### src/rtl/tff_ctrl_pkg.sv
// rtl/tff_ctrl_pkg.sv - shared types and helpers for the tff cell controller
package tff_ctrl_pkg;

    typedef enum logic [2:0] {
        IDLE  = 3'd0,
        CLEAR = 3'd1,
        WRITE = 3'd2,
        READ  = 3'd3,
        DONE  = 3'd4
    } tff_state_e;

    localparam logic CMD_RD = 1'b0;
    localparam logic CMD_WR = 1'b1;

    // Counter must hold TIMEOUT itself without wrapping.
    function automatic int cnt_width(input int timeout);
        return $clog2(timeout + 1);
    endfunction

endpackage

### src/rtl/tff_sync.sv
// rtl/tff_sync.sv - multi-flop synchronizer with synchronous reset
module tff_sync #(
    parameter int STAGES = 2
) (
    input  logic clk,
    input  logic rst,
    input  logic d_i,
    output logic q_o
);

    logic [STAGES-1:0] sync_q;

    // Shift the asynchronous input through the flop chain.
    always_ff @(posedge clk) begin
        if (rst) begin
            sync_q <= '0;
        end else begin
            sync_q[0] <= d_i;
            for (int i = 1; i < STAGES; i++) begin
                sync_q[i] <= sync_q[i-1];
            end
        end
    end

    assign q_o = sync_q[STAGES-1];

endmodule

### src/rtl/tff_ctrl.sv
// rtl/tff_ctrl.sv - delay-coded write/read controller for one tff cell
module tff_ctrl
    import tff_ctrl_pkg::*;
#(
    parameter int DATA_W      = 4,
    parameter int CLR_CYC     = 2,
    parameter int SYNC_STAGES = 2,
    parameter int TIMEOUT     = 2**DATA_W + SYNC_STAGES + 2
) (
    input  logic              clk,
    input  logic              rst,
    input  logic              cmd_valid,
    output logic              cmd_ready,
    input  logic              cmd_wr,
    input  logic [DATA_W-1:0] cmd_data,
    output logic              rsp_valid,
    output logic [DATA_W-1:0] rsp_data,
    output logic              rsp_ovf,
    output logic              tff_we,
    output logic              tff_re,
    output logic              tff_rstb,
    input  logic              tff_out,
    input  logic              tff_carry
);

    localparam int CNT_W = cnt_width(TIMEOUT);
    localparam logic [CNT_W-1:0] TIMEOUT_C = CNT_W'(TIMEOUT);
    localparam logic [CNT_W-1:0] CLR_C     = CNT_W'(CLR_CYC);
    localparam logic [CNT_W-1:0] SYNC_C    = CNT_W'(SYNC_STAGES);
    localparam logic [CNT_W-1:0] MAX_C     = CNT_W'(2**DATA_W - 1);

    tff_state_e        state_q, state_d;
    logic [CNT_W-1:0]  cnt_q, cnt_d;
    logic [DATA_W-1:0] data_q, data_d;
    logic              cmd_ready_q, cmd_ready_d;
    logic              we_q, we_d;
    logic              re_q, re_d;
    logic              rstb_q, rstb_d;
    logic              rsp_valid_q, rsp_valid_d;
    logic [DATA_W-1:0] rsp_data_q, rsp_data_d;
    logic              rsp_ovf_q, rsp_ovf_d;
    logic              out_prev_q;

    logic              out_s;
    logic              carry_s;
    logic              out_rise;
    logic [CNT_W-1:0]  cnt_inc;
    logic [CNT_W-1:0]  meas;

    tff_sync #(.STAGES(SYNC_STAGES)) u_sync_out (
        .clk (clk),
        .rst (rst),
        .d_i (tff_out),
        .q_o (out_s)
    );

    tff_sync #(.STAGES(SYNC_STAGES)) u_sync_carry (
        .clk (clk),
        .rst (rst),
        .d_i (tff_carry),
        .q_o (carry_s)
    );

    assign out_rise = out_s & ~out_prev_q;
    assign cnt_inc  = cnt_q + CNT_W'(1);

    // Remove synchronizer latency from the measured delay, clamping at zero.
    always_comb begin
        meas = '0;
        if (cnt_q >= SYNC_C) begin
            meas = cnt_q - SYNC_C;
        end
    end

    // Next-state and registered-output logic for the command sequencer.
    always_comb begin
        state_d     = state_q;
        cnt_d       = cnt_q;
        data_d      = data_q;
        cmd_ready_d = 1'b0;
        we_d        = 1'b0;
        re_d        = 1'b0;
        rstb_d      = 1'b1;
        rsp_valid_d = 1'b0;
        rsp_data_d  = rsp_data_q;
        rsp_ovf_d   = rsp_ovf_q;
        case (state_q)
            IDLE: begin
                cmd_ready_d = 1'b1;
                if (cmd_valid && cmd_ready_q) begin
                    cmd_ready_d = 1'b0;
                    data_d      = cmd_data;
                    cnt_d       = '0;
                    if (cmd_wr == CMD_WR) begin
                        state_d = CLEAR;
                        rstb_d  = 1'b0;
                    end else begin
                        state_d = READ;
                        re_d    = 1'b1;
                    end
                end
            end
            CLEAR: begin
                rstb_d = 1'b0;
                cnt_d  = cnt_inc;
                if (cnt_inc == CLR_C) begin
                    rstb_d = 1'b1;
                    cnt_d  = '0;
                    if (data_q != '0) begin
                        state_d = WRITE;
                        we_d    = 1'b1;
                    end else begin
                        state_d     = IDLE;
                        cmd_ready_d = 1'b1;
                    end
                end
            end
            WRITE: begin
                we_d  = 1'b1;
                cnt_d = cnt_inc;
                if (cnt_inc == CNT_W'(data_q)) begin
                    we_d        = 1'b0;
                    cnt_d       = '0;
                    state_d     = IDLE;
                    cmd_ready_d = 1'b1;
                end
            end
            READ: begin
                re_d = 1'b1;
                if (cnt_q != TIMEOUT_C) begin
                    cnt_d = cnt_inc;
                end
                // A real edge wins over a timeout landing in the same cycle.
                if (out_rise) begin
                    state_d     = DONE;
                    re_d        = 1'b0;
                    rsp_valid_d = 1'b1;
                    rsp_ovf_d   = carry_s;
                    rsp_data_d  = (meas > MAX_C) ? '1 : meas[DATA_W-1:0];
                end else if (cnt_inc == TIMEOUT_C) begin
                    state_d     = DONE;
                    re_d        = 1'b0;
                    rsp_valid_d = 1'b1;
                    rsp_ovf_d   = 1'b1;
                    rsp_data_d  = '1;
                end
            end
            DONE: begin
                state_d     = IDLE;
                cmd_ready_d = 1'b1;
            end
            default: begin
                state_d = IDLE;
            end
        endcase
    end

    // State and output registers; reset leaves the cell held cleared.
    always_ff @(posedge clk) begin
        if (rst) begin
            state_q     <= IDLE;
            cnt_q       <= '0;
            data_q      <= '0;
            cmd_ready_q <= 1'b0;
            we_q        <= 1'b0;
            re_q        <= 1'b0;
            rstb_q      <= 1'b0;
            rsp_valid_q <= 1'b0;
            rsp_data_q  <= '0;
            rsp_ovf_q   <= 1'b0;
            out_prev_q  <= 1'b0;
        end else begin
            state_q     <= state_d;
            cnt_q       <= cnt_d;
            data_q      <= data_d;
            cmd_ready_q <= cmd_ready_d;
            we_q        <= we_d;
            re_q        <= re_d;
            rstb_q      <= rstb_d;
            rsp_valid_q <= rsp_valid_d;
            rsp_data_q  <= rsp_data_d;
            rsp_ovf_q   <= rsp_ovf_d;
            out_prev_q  <= out_s;
        end
    end

    assign cmd_ready = cmd_ready_q;
    assign tff_we    = we_q;
    assign tff_re    = re_q;
    assign tff_rstb  = rstb_q;
    assign rsp_valid = rsp_valid_q;
    assign rsp_data  = rsp_data_q;
    assign rsp_ovf   = rsp_ovf_q;

endmodule

### config.mk
export PLATFORM = sky130hd
export DESIGN_NAME = tff_ctrl
export DESIGN_NICKNAME = d
export VERILOG_FILES = /design/src/rtl/tff_ctrl_pkg.sv /design/src/rtl/tff_sync.sv /design/src/rtl/tff_ctrl.sv
export SDC_FILE = /design/constraint.sdc
export NUM_CORES = 1
export LEC_CHECK = 0
export ABC_AREA = 1
export CORE_ASPECT_RATIO = 1.2
export CORE_MARGIN = 2
export CORE_UTILIZATION = 30
export CTS_CLUSTER_SIZE = 28
export DETAILED_ROUTE_END_ITERATION = 6
export PLACE_DENSITY = 0.5
export SKIP_CTS_REPAIR_TIMING = 1
export SLEW_MARGIN = 20
export SYNTH_ARGS = -nofsm -noshare
export SYNTH_HDL_FRONTEND = slang
export SYNTH_SLANG_ARGS = --single-unit
### constraint.sdc
create_clock -name clk -period 3.58 [get_ports clk]
set_clock_uncertainty 0.1 [all_clocks]
set_input_delay 0.716 -clock clk [delete_from_list [all_inputs] [get_ports clk]]
set_output_delay 0.716 -clock clk [all_outputs]
set_load 0.05 [all_outputs]
==> key figures <==
Floorplan
  – Row cnt: 27
  – Die Area: 5410 um^2
  – Total core area: 4630 um^2
  – Number of I/O pins: 20
  – Starting Density: 31.4%
  – Die height: 80.2 um
  – Width of the die: 67.5 um

Critical path
  – R2r endpoint: cnt_q[3]
  – CP endpoint kind: output port
  – FF-to-FF setup slack: about 1600 ps
  – CP Launch Type: register
  – Critical Path RT: approximately 2800 ps
  – Worst-path cell chain: clkdlybuf4s50_1
  – Worst R2R Start: cnt_q[0]
  – Slowest cell on the critical path: clkdlybuf4s50_1
  – Critical path type: reg -> out
  – CP max FO: 2
  – Crit-path leading delay family: buffers and inverters
  – Reg2Reg Depth: 10
  – WP data arrival: 1430 ps
  – Crit path largest cell delay: approximately 800 ps
  – Worst path buffer plus inverter count: 1

Global routing
  – Met2 Resource Use GR: 21.5%
  – Vias in the first global route: ~1.2k
  – Met1 usage: 17.1%
  – Grt total ovfl: 0
  – GRT met3 Usage: 1.68%
  – Largest net degree at the start of global routing: 19
  – Busiest layer in global routing: met2
  – GRT Total Usage: between 10% and 20%
  – Initial antenna violation count: 0
  – First-pass GRT wire length: approximately 5500 um

Yosys
  – Area leader, netlist: dfxtp_1
  – Syn Std Cell Area: about 1500 um^2
  – Yosys top cell area share: around 37%
  – Synth area leaders: dfxtp_1 37%, nand2_1 7.2%, nor2_1 6.7%
  – Synth Instances: approximately 190
  – Synthesized area per cell: 7.48 um^2
  – Net Count, Synth: 211
  – Synth Register Bits: 27
  – Register area share after synthesis: a little under two fifths
  – Synth cell types: 27
  – Yosys Warn Count: 0

STA
  – Hold Violations, Final: 0
  – Highest clock rate: ~450 MHz
  – Slew HR: between 50% and 60%
  – RSZ-0062 raised after global routing: false
  – Setup Total Neg Slack: 0 ps
  – Final worst slack: between 1000 and 1500 ps
  – Period utilization: roughly 63%
  – Fin. max-slew vios: 0
  – Worst slew pin tran: about 700 ps
  – Setup violators final: 0
  – Post-layout min period: 2250 ps

CTS
  – Worst skew pair latency: roughly 280 ps
  – H-tree depth: 1
  – Clk slew on worst S/H paths: approximately 100 ps
  – Clock Tree Buf Depth: 2
  – # clock sinks: 27
  – CTS Root Cell: clkbuf_8
  – Cts bufs inserted: 3
  – CTS tree: built

Hold path
  – Hold Path Sink: u_sync_carry.sync_q[1]
  – Min-delay src: u_sync_carry.sync_q[0]
  – Path type of the worst min-delay path: reg -> reg
  – Hold depth: 2

Power and ir drop
  – Peak VDD IR: 0.000215 V
  – Cell leakage power: ~0.7 nW
  – Pwr per Cell Area: approximately 420 nW/um^2

Detailed routing
  – Starting DRT DRC Count: 60
  – Drt drc: 0
  – Detail Route Antenna Nets: 0
  – Total number of vias: roughly 1.3k
  – First drt pass iteration count: 4
  – Average wire per standard cell: about 12 um
  – Vias/cell: roughly 4.6
  – Final WL: 3200 um

Place
  – GP Congestion: between 0.8 and 0.9
  – Place WS: 1410 ps
  – Dpl hpwl: between 2000 and 2500 um
  – PortBufs: 19

Final layout
  – Layout Nets: between 200 and 250
  – # diodes: 0
  – Area Growth Syn to Fin: 21.5%
  – Fill cells: 485
  – Share of cells above drive strength 1: 17.1%

Run status
  – Status: completed

Job
  – Max cap viols: 0
==> per-stage QoR <==
| step | power [mW] | std cells | hold WS, ps | util (%) | area [um^2] |
|---|---|---|---|---|---|
| finish | 0.743 | 274 | 309 | 38.1 | 1760 |
| global route | 0.787 | 274 | 328 | 38.1 | 1760 |
| CTS | 0.751 | 274 | 312 | 38.1 | 1760 |
| floorplan | 0.512 | 194 | 288 | - | 1450 |
| detailed placement | 0.571 | 270 | 297 | 37.0 | 1710 |
| global placement | 0.571 | 270 | 294 | 37.0 | 1710 |
==> layout make-up <==
class	count	area, um^2	share of cell area [%]
Clock inverter	1	7.51	0.426
Inverter	24	90.1	5.11
Sequential cell	27	541	30.7
Multi-Input combinational cell	141	813	46.1
Timing Repair Buffer	20	198	11.2
Clock buffer	3	41.3	2.34
Tap cell	58	72.6	4.12
==> flip-flops by register name (all words and copies together), names as in the netlist <==
name                 cells
cnt_q                    5
rsp_ovf                  1
rsp_valid                1
cmd_ready                1
data_q                   4
out_prev_q               1
tff_we                   1
rsp_data                 4
state_q                  3
u_sync_carry.sync_q      2
u_sync_out.sync_q        2
tff_re                   1
tff_rstb                 1
==> worst max path at each step <==
| stage | startpoint | endpoint | slack (ps) | cells past startpoint |
|---|---|---|---|---|
| after global placement | cmd_valid | cnt_q[3] | 1450 | 8 |
| after floorplan | cnt_q[0] | cnt_q[2] | 1850 | 10 |
| after CTS | rsp_ovf | rsp_ovf | 1320 | 1 |
| after global routing | rsp_ovf | rsp_ovf | 1280 | 1 |
| after detailed placement | cmd_valid | cnt_q[3] | 1410 | 8 |
| final | rsp_data[1] | rsp_data[1] | 1330 | 1 |
==> per-layer routing <==
metal,share of wire (%),up-vias
met5,0,-
met4,2.2,0
met3,1.8,6
met2,48,15
met1,48,577
li1,-,670
==> logic make-up (layout without fill, tap and decap cells) <==
logic type	Yosys count	after routing	synth area share [%]
AOI/OAI and AO/OA	36	36	14.3
xor gates and xnor gates	3	3	1.81
adders and majority gates	7	7	6.03
buffers and inverters	26	48	6.72
DFF	27	27	37.2
and+or+nand+nor	95	95	33.9
==> cell usage in the layout, fill, tap and decap left out, types with 2 or more instances in the layout <==
cell type	Yosys	final
nor2_1	26	26
nand4_1	3	3
o21ai_0	10	10
nand2_4	2	2
inv_2	3	3
nor3_2	2	2
nand3_2	5	5
a21oi_1	17	17
clkbuf_8	0	3
nand3_1	9	9
clkdlybuf4s50_1	0	19
xor2_1	2	2
nor3_1	2	2
nand2_2	8	8
dfxtp_1	27	27
nor2_4	2	2
nand2_1	28	28
o21ai_1	4	4
ha_1	7	7
inv_1	21	21
nor2_2	7	7
==> power breakdown <==
group	total, mW	internal (mW)	switching [mW]
Combinational	0.221	0.0793	0.141
Sequential	0.341	0.323	0.0174
Clock	0.181	0.0792	0.102
Total	0.743	0.482	0.261
==> Yosys cell counts, drive strengths merged <==
cell and count:
dfxtp 27, a31oi 1, nand3 14, clkbuf 2, nor4 1, o22ai 1
xnor2 1, nor2 35, nor3 4, nand2 38, xor2 2, nand4 3
ha 7, a21oi 18, inv 24, o21ai 15, a21o 1
No activity file was read; power rests on OpenSTA's default activity.
